[config.mk]
export PLATFORM = sky130hd
export DESIGN_NAME = axi_burst_master
export DESIGN_NICKNAME = d
export VERILOG_FILES = /design/src/rtl/axi_burst_master.sv
export SDC_FILE = /design/constraint.sdc
export NUM_CORES = 1
export LEC_CHECK = 0
export ABC_AREA = 1
export CAP_MARGIN = 10
export CELL_PAD_IN_SITES_DETAIL_PLACEMENT = 0
export CELL_PAD_IN_SITES_GLOBAL_PLACEMENT = 1
export CORE_ASPECT_RATIO = 1.5
export CORE_MARGIN = 1.5
export CORE_UTILIZATION = 23
export DETAILED_ROUTE_END_ITERATION = 12
export GPL_ROUTABILITY_DRIVEN = 1
export GPL_TIMING_DRIVEN = 0
export PLACE_DENSITY = 0.87
export SYNTH_ARGS = -nofsm -noshare
export SYNTH_HDL_FRONTEND = slang
export SYNTH_SLANG_ARGS = --single-unit
[constraint.sdc]
create_clock -name clk -period 5.1 [get_ports clk]
set_clock_uncertainty 0.15 [all_clocks]
set_input_delay 1.53 -clock clk [delete_from_list [all_inputs] [get_ports clk]]
set_output_delay 1.53 -clock clk [all_outputs]
set_load 0.02 [all_outputs]
[src/rtl/axi_burst_master.sv]
// AXI3 burst initiator: one outstanding write or read burst, with strictly sequential phases.
// Optional AXI_MASTER_4K_CHECK_EN rejects INCR commands that would cross a 4 KB boundary.
module axi_burst_master #(
    parameter int ADDR_W = 32,
    parameter int DATA_W = 32,
    parameter int ID_W   = 4
) (
    input  logic              clk,
    input  logic              reset,
    input  logic              cmd_valid,
    output logic              cmd_ready,
    input  logic              cmd_write,
    input  logic [ADDR_W-1:0] cmd_addr,
    input  logic [3:0]        cmd_len,
    input  logic [1:0]        cmd_burst,
    input  logic [ID_W-1:0]   cmd_id,
    input  logic [DATA_W-1:0] s_wdata,
    input  logic              s_wvalid,
    output logic              s_wready,
    output logic [DATA_W-1:0] m_rdata,
    output logic              m_rlast,
    output logic              m_rvalid,
    input  logic              m_rready,
    output logic              done,
    output logic [1:0]        done_resp,
    output logic              done_err,
    output logic              awvalid,
    input  logic              awready,
    output logic [ID_W-1:0]   awid,
    output logic [3:0]        awlen,
    output logic [2:0]        awsize,
    output logic [ADDR_W-1:0] awaddr,
    output logic [1:0]        awburst,
    output logic              wvalid,
    input  logic              wready,
    output logic [ID_W-1:0]   wid,
    output logic [DATA_W-1:0] wdata,
    output logic [3:0]        wstrb,
    output logic              wlast,
    input  logic              bvalid,
    output logic              bready,
    input  logic [ID_W-1:0]   bid,
    input  logic [1:0]        bresp,
    output logic              arvalid,
    input  logic              arready,
    output logic [ID_W-1:0]   arid,
    output logic [3:0]        arlen,
    output logic [2:0]        arsize,
    output logic [ADDR_W-1:0] araddr,
    output logic [1:0]        arburst,
    input  logic              rvalid,
    output logic              rready,
    input  logic [ID_W-1:0]   rid,
    input  logic [DATA_W-1:0] rdata,
    input  logic              rlast,
    input  logic [1:0]        rresp
);
    typedef enum logic [2:0] {
        IDLE, WR_ADDR, WR_DATA, WR_RESP, RD_ADDR, RD_DATA, DONE
    } state_t;

    state_t            r_state;
    logic [ADDR_W-1:0] r_addr;
    logic [3:0]        r_len;
    logic [1:0]        r_burst;
    logic [ID_W-1:0]   r_id;
    logic [3:0]        r_beat;
    logic [1:0]        r_resp;
    logic              r_err;
    logic              r_cmd_ready;
    logic              r_awvalid;
    logic              r_arvalid;
    logic              r_bready;
    logic              r_done;

    logic w_wr_data;
    logic w_rd_data;
    logic w_wfire;
    logic w_rfire;
    logic w_last_beat;
    logic w_4k_cross;

    assign w_wr_data   = (r_state == WR_DATA);
    assign w_rd_data   = (r_state == RD_DATA);
    assign w_wfire     = w_wr_data & s_wvalid & wready;
    assign w_rfire     = w_rd_data & rvalid & m_rready;
    assign w_last_beat = (r_beat == r_len);

`ifdef AXI_MASTER_4K_CHECK_EN
    // Last byte offset is addr + len*4 + 3; a carry into bit 12 means the burst leaves its 4 KB page.
    logic [12:0] w_4k_end;
    assign w_4k_end   = {1'b0, cmd_addr[11:0]} + {7'b0, cmd_len, 2'b00} + 13'd3;
    assign w_4k_cross = (cmd_burst == 2'b01) & w_4k_end[12];
`else
    assign w_4k_cross = 1'b0;
`endif

    assign cmd_ready = r_cmd_ready;
    assign done      = r_done;
    assign done_resp = r_resp;
    assign done_err  = r_err;

    assign awvalid = r_awvalid;
    assign awid    = r_id;
    assign awlen   = r_len;
    assign awsize  = 3'b010;
    assign awaddr  = r_addr;
    assign awburst = r_burst;
    assign arvalid = r_arvalid;
    assign arid    = r_id;
    assign arlen   = r_len;
    assign arsize  = 3'b010;
    assign araddr  = r_addr;
    assign arburst = r_burst;

    // Data channels are combinational pass-throughs, gated so nothing leaks outside the data phase.
    assign wvalid   = w_wr_data & s_wvalid;
    assign s_wready = w_wr_data & wready;
    assign wdata    = w_wr_data ? s_wdata : '0;
    assign wid      = r_id;
    assign wstrb    = 4'hF;
    assign wlast    = w_wr_data & w_last_beat;
    assign bready   = r_bready;
    assign rready   = w_rd_data & m_rready;
    assign m_rvalid = w_rd_data & rvalid;
    assign m_rdata  = w_rd_data ? rdata : '0;
    assign m_rlast  = w_rd_data & rlast;

    always_ff @(posedge clk or posedge reset) begin
        if (reset) begin
            r_state     <= IDLE;
            r_addr      <= '0;
            r_len       <= '0;
            r_burst     <= '0;
            r_id        <= '0;
            r_beat      <= '0;
            r_resp      <= '0;
            r_err       <= 1'b0;
            r_cmd_ready <= 1'b1;
            r_awvalid   <= 1'b0;
            r_arvalid   <= 1'b0;
            r_bready    <= 1'b0;
            r_done      <= 1'b0;
        end else begin
            case (r_state)
                IDLE: begin
                    if (cmd_valid && r_cmd_ready) begin
                        r_addr      <= cmd_addr;
                        r_len       <= cmd_len;
                        r_burst     <= cmd_burst;
                        r_id        <= cmd_id;
                        r_beat      <= '0;
                        r_resp      <= '0;
                        r_err       <= 1'b0;
                        r_cmd_ready <= 1'b0;
                        if (w_4k_cross) begin
                            r_resp  <= 2'b10;
                            r_err   <= 1'b1;
                            r_done  <= 1'b1;
                            r_state <= DONE;
                        end else if (cmd_write) begin
                            r_awvalid <= 1'b1;
                            r_state   <= WR_ADDR;
                        end else begin
                            r_arvalid <= 1'b1;
                            r_state   <= RD_ADDR;
                        end
                    end
                end
                WR_ADDR: begin
                    if (awready) begin
                        r_awvalid <= 1'b0;
                        r_state   <= WR_DATA;
                    end
                end
                WR_DATA: begin
                    if (w_wfire) begin
                        r_beat <= r_beat + 4'd1;
                        if (w_last_beat) begin
                            r_bready <= 1'b1;
                            r_state  <= WR_RESP;
                        end
                    end
                end
                WR_RESP: begin
                    if (bvalid) begin
                        r_resp   <= bresp;
                        r_err    <= r_err | (bid != r_id);
                        r_bready <= 1'b0;
                        r_done   <= 1'b1;
                        r_state  <= DONE;
                    end
                end
                RD_ADDR: begin
                    if (arready) begin
                        r_arvalid <= 1'b0;
                        r_state   <= RD_DATA;
                    end
                end
                RD_DATA: begin
                    if (w_rfire) begin
                        r_beat <= r_beat + 4'd1;
                        // Keep the first error response; later beats must not overwrite it.
                        if (r_resp == 2'b00)
                            r_resp <= rresp;
                        r_err <= r_err | (rid != r_id) | (rlast != w_last_beat);
                        if (w_last_beat) begin
                            r_done  <= 1'b1;
                            r_state <= DONE;
                        end
                    end
                end
                DONE: begin
                    r_done      <= 1'b0;
                    r_cmd_ready <= 1'b1;
                    r_state     <= IDLE;
                end
                default: begin
                    r_state     <= IDLE;
                    r_cmd_ready <= 1'b1;
                end
            endcase
        end
    end
endmodule
==> results_dict.tcl <==
set metrics [dict create \
    cts_made_buffers 9 \
    initial_core_util_pct 23.7 \
    drc 0 \
    post-cts-setup-buffer-count 0 \
    slowest_stage "clkdlybuf4s50_1" \
    reg2reg_depth 8 \
    place_congestion 0.804 \
    worstReg2RegEnd "araddr[0]" \
    cp_top_family "buffers and inverters" \
    setup_viol 0 \
    cp_max_fo 1 \
    r2r_setup_slack_ps 3280 \
    cts_tree "built" \
    timing.rr.start "r_state[1]" \
    maxSlewViolCount 0 \
    die_w_um 107 \
    cp_num_buf_inv 3 \
    synthesis.area_mm2 0.00374 \
    rows 56 \
    grt_pass1_vias 4056 \
    cp_slowest_stage_delay_ps 660 \
    synth_top_cell_area_share_pct 37.5 \
    hold_class "flop to flop" \
    drt_iter0_drc 112 \
    crit_cells 4 \
    antenna_found_initial 1 \
    tns_ps 0 \
    die-area_mm2 0.0171 \
    finalWirelength_um 13600 \
    syn_avg_cell_area_um2 6.77 \
    start_kind "input pin" \
    worstMarginPinSlew_ps 737 \
    drive_above_1_share_pct 12.4 \
    first_pass_iters 4 \
    cts_buffer_depth 2 \
    p_per_area_mw_per_mm2 171 \
    cts.sinks 57 \
    crit_top_cell "clkdlybuf4s50_1" \
    overflow 0 \
    hold_violations 0 \
    yosysTopAreaCell "dfrtp_1" \
    seq_area_frac_synth_pct 38.2 \
    worstPathRequired_ps 3420 \
    clk_pin_slew_ps 50 \
    crit_chain "clkdlybuf4s50_1 > inv_1 > nor2_1 > clkdlybuf4s50_1" \
    rsz0062_at_grt "no" \
    endpoint "m_rdata[21]" \
    vias_per_cell 3.91 \
    synth_area_leaders "dfrtp_1 37%, nand2_1 17%, buf_4 11%, inv_1 9.5%, nor2_1 8.0%" \
    relSlewSlack_pct 50.8 \
    nNetsFinal 1000 \
    p_leak_nw 3.69 \
    vdd_drop_max_mv 0.107 \
    placedCellCount 1060 \
    grt_usage_pct 15.6 \
    routedWlPerCell_um 12.6 \
    fmax_mhz 218 \
    area_delta_synth_final_pct 95.7 \
    cts_root_buf "clkbuf_16" \
    synth_cell_types 33 \
    p_total_mw 1.25 \
    ys_seq_elements 57 \
    drv_cap 0 \
    period_minus_slack_ps 4580 \
    io_pins 306 \
    ctsHoldBuffers 0 \
    die_height_um 159 \
    startpoint "rdata[21]" \
    crit_type "input pin to output port" \
    htree_levels 3 \
    io_buffers 295 \
    fill_cells 1608 \
    yosys_warnings 0 \
    core_area_mm2 0.0158 \
    grt_pass1_wl_um 20500 \
    grt_max_degree 34 \
    vias 4209 \
    run_status "complete, no violations" \
    cp.arrival_ps 2900 \
    cts_resized 0 \
    drtAntennaViolNets 0 \
    fin_crit_sh_pct 89.8 \
    synthCells 553 \
    insertion_delay_ps 330 \
    fin_cells 1077 \
    end_kind "output port" \
    hpwl_um 11300 \
]
[worst register-to-register path, delay by kind of cell, from the launching register on]
kind | cells | cell delay (ps)
simple gates | 5 | 650
flops | 1 | 460
buf+inv | 3 | 460
[where the power goes]
part           internal (mW)  leakage [nW]  total (mW)  switching, mW
Clock                  0.440         0.159       0.655          0.215
Sequential             0.454         0.736       0.454       0.000367
Combinational          0.101          2.79       0.145         0.0443
Total                  0.994          3.69        1.25          0.260
[cells in the mapped netlist, drive strengths merged]
cell and n:
conb 2, a31oi 1, dfstp 1, xor2 2
nand2 179, nor3 4, dfrtp 56, a21oi 6
nor2 85, o21ai 15, buf 68, or2 3
nand3 18, clkbuf 5, a22o 3, inv 98
o31ai 1, o22ai 1, ha 2, nand3b 3
[cell families after synthesis]
logic type / count (synthesis) / synth area share [%]
other: 2 / 0.201
and+or+nand+nor: 292 / 32.5
buffers and inverters: 171 / 23.6
AOI/OAI and AO/OA: 27 / 4.42
adders and majority gates: 2 / 0.669
DFF: 57 / 38.2
xor gates and xnor gates: 2 / 0.468
[layout by cell type, fill, tap and decap left out, drive strengths merged]
| master | netlist | routed |
|---|---|---|
| a21oi | 6 | 6 |
| a22o | 3 | 3 |
| a31oi | 1 | 1 |
| buf | 68 | 69 |
| bufinv | 0 | 2 |
| clkbuf | 5 | 16 |
| clkdlybuf4s50 | 0 | 295 |
| clkinv | 0 | 3 |
| conb | 2 | 10 |
| dfrtp | 56 | 56 |
| dfstp | 1 | 1 |
| diode | 0 | 1 |
| ha | 2 | 2 |
| inv | 98 | 98 |
| nand2 | 179 | 179 |
| nand3 | 18 | 18 |
| nand3b | 3 | 3 |
| nor2 | 85 | 85 |
| nor3 | 4 | 4 |
| o21ai | 15 | 15 |
| o22ai | 1 | 1 |
| o31ai | 1 | 1 |
| or2 | 3 | 3 |
| xor2 | 2 | 2 |
[per-stage QoR]
stage	area (µm²)	worst slack, ps	util, %	hold WS, ps
after floorplan	3770	1530	-	374
after global placement	6980	519	44.3	335
after global routing	7320	507	46.4	373
after detailed placement	7000	494	44.4	335
after CTS	7320	497	46.4	350
final	7320	520	46.4	347
[worst min path at each step]
stage,startpoint,end,slack (ps),cells after the start
after floorplan,cmd_ready,cmd_ready,370,2
final,done_resp[1],done_resp[1],350,2
after detailed placement,done_resp[1],done_resp[1],340,2
after global placement,done_resp[1],done_resp[1],330,2
after global routing,araddr[27],araddr[27],370,2
after CTS,done_resp[1],done_resp[1],350,2
[layout make-up]
class / count / area (µm²) / share of cell area (%)
Antenna cell: 1 / 2.50 / 0.0342
Buffer: 73 / 514 / 7.02
Clock buffer: 11 / 243 / 3.32
Clock inverter: 5 / 78.8 / 1.08
Inverter: 98 / 368 / 5.02
Multi-Input combinational cell: 333 / 1460 / 20.0
Sequential cell: 57 / 1430 / 19.5
Tap cell: 203 / 254 / 3.47
Timing Repair Buffer: 296 / 2970 / 40.6
[per-layer routing]
layer / wire (µm) / global-route usage (%) / up-vias
li1: - / - / 2180
met1: 4880 / 15.4 / 1817
met2: 7380 / 29.9 / 201
met3: 1170 / 4.54 / 11
met4: 186 / 5.45 / 0
met5: 0 / 0 / -
[flip-flops by register name, indices dropped and copies added (netlist names)]
| signal | count |
|---|---|
| araddr | 32 |
| arburst | 2 |
| arid | 4 |
| arlen | 4 |
| arvalid | 1 |
| awvalid | 1 |
| bready | 1 |
| cmd_ready | 1 |
| done | 1 |
| done_err | 1 |
| done_resp | 2 |
| r_beat | 4 |
| r_state | 3 |
Note: power is estimated with default switching activity, not from simulation.
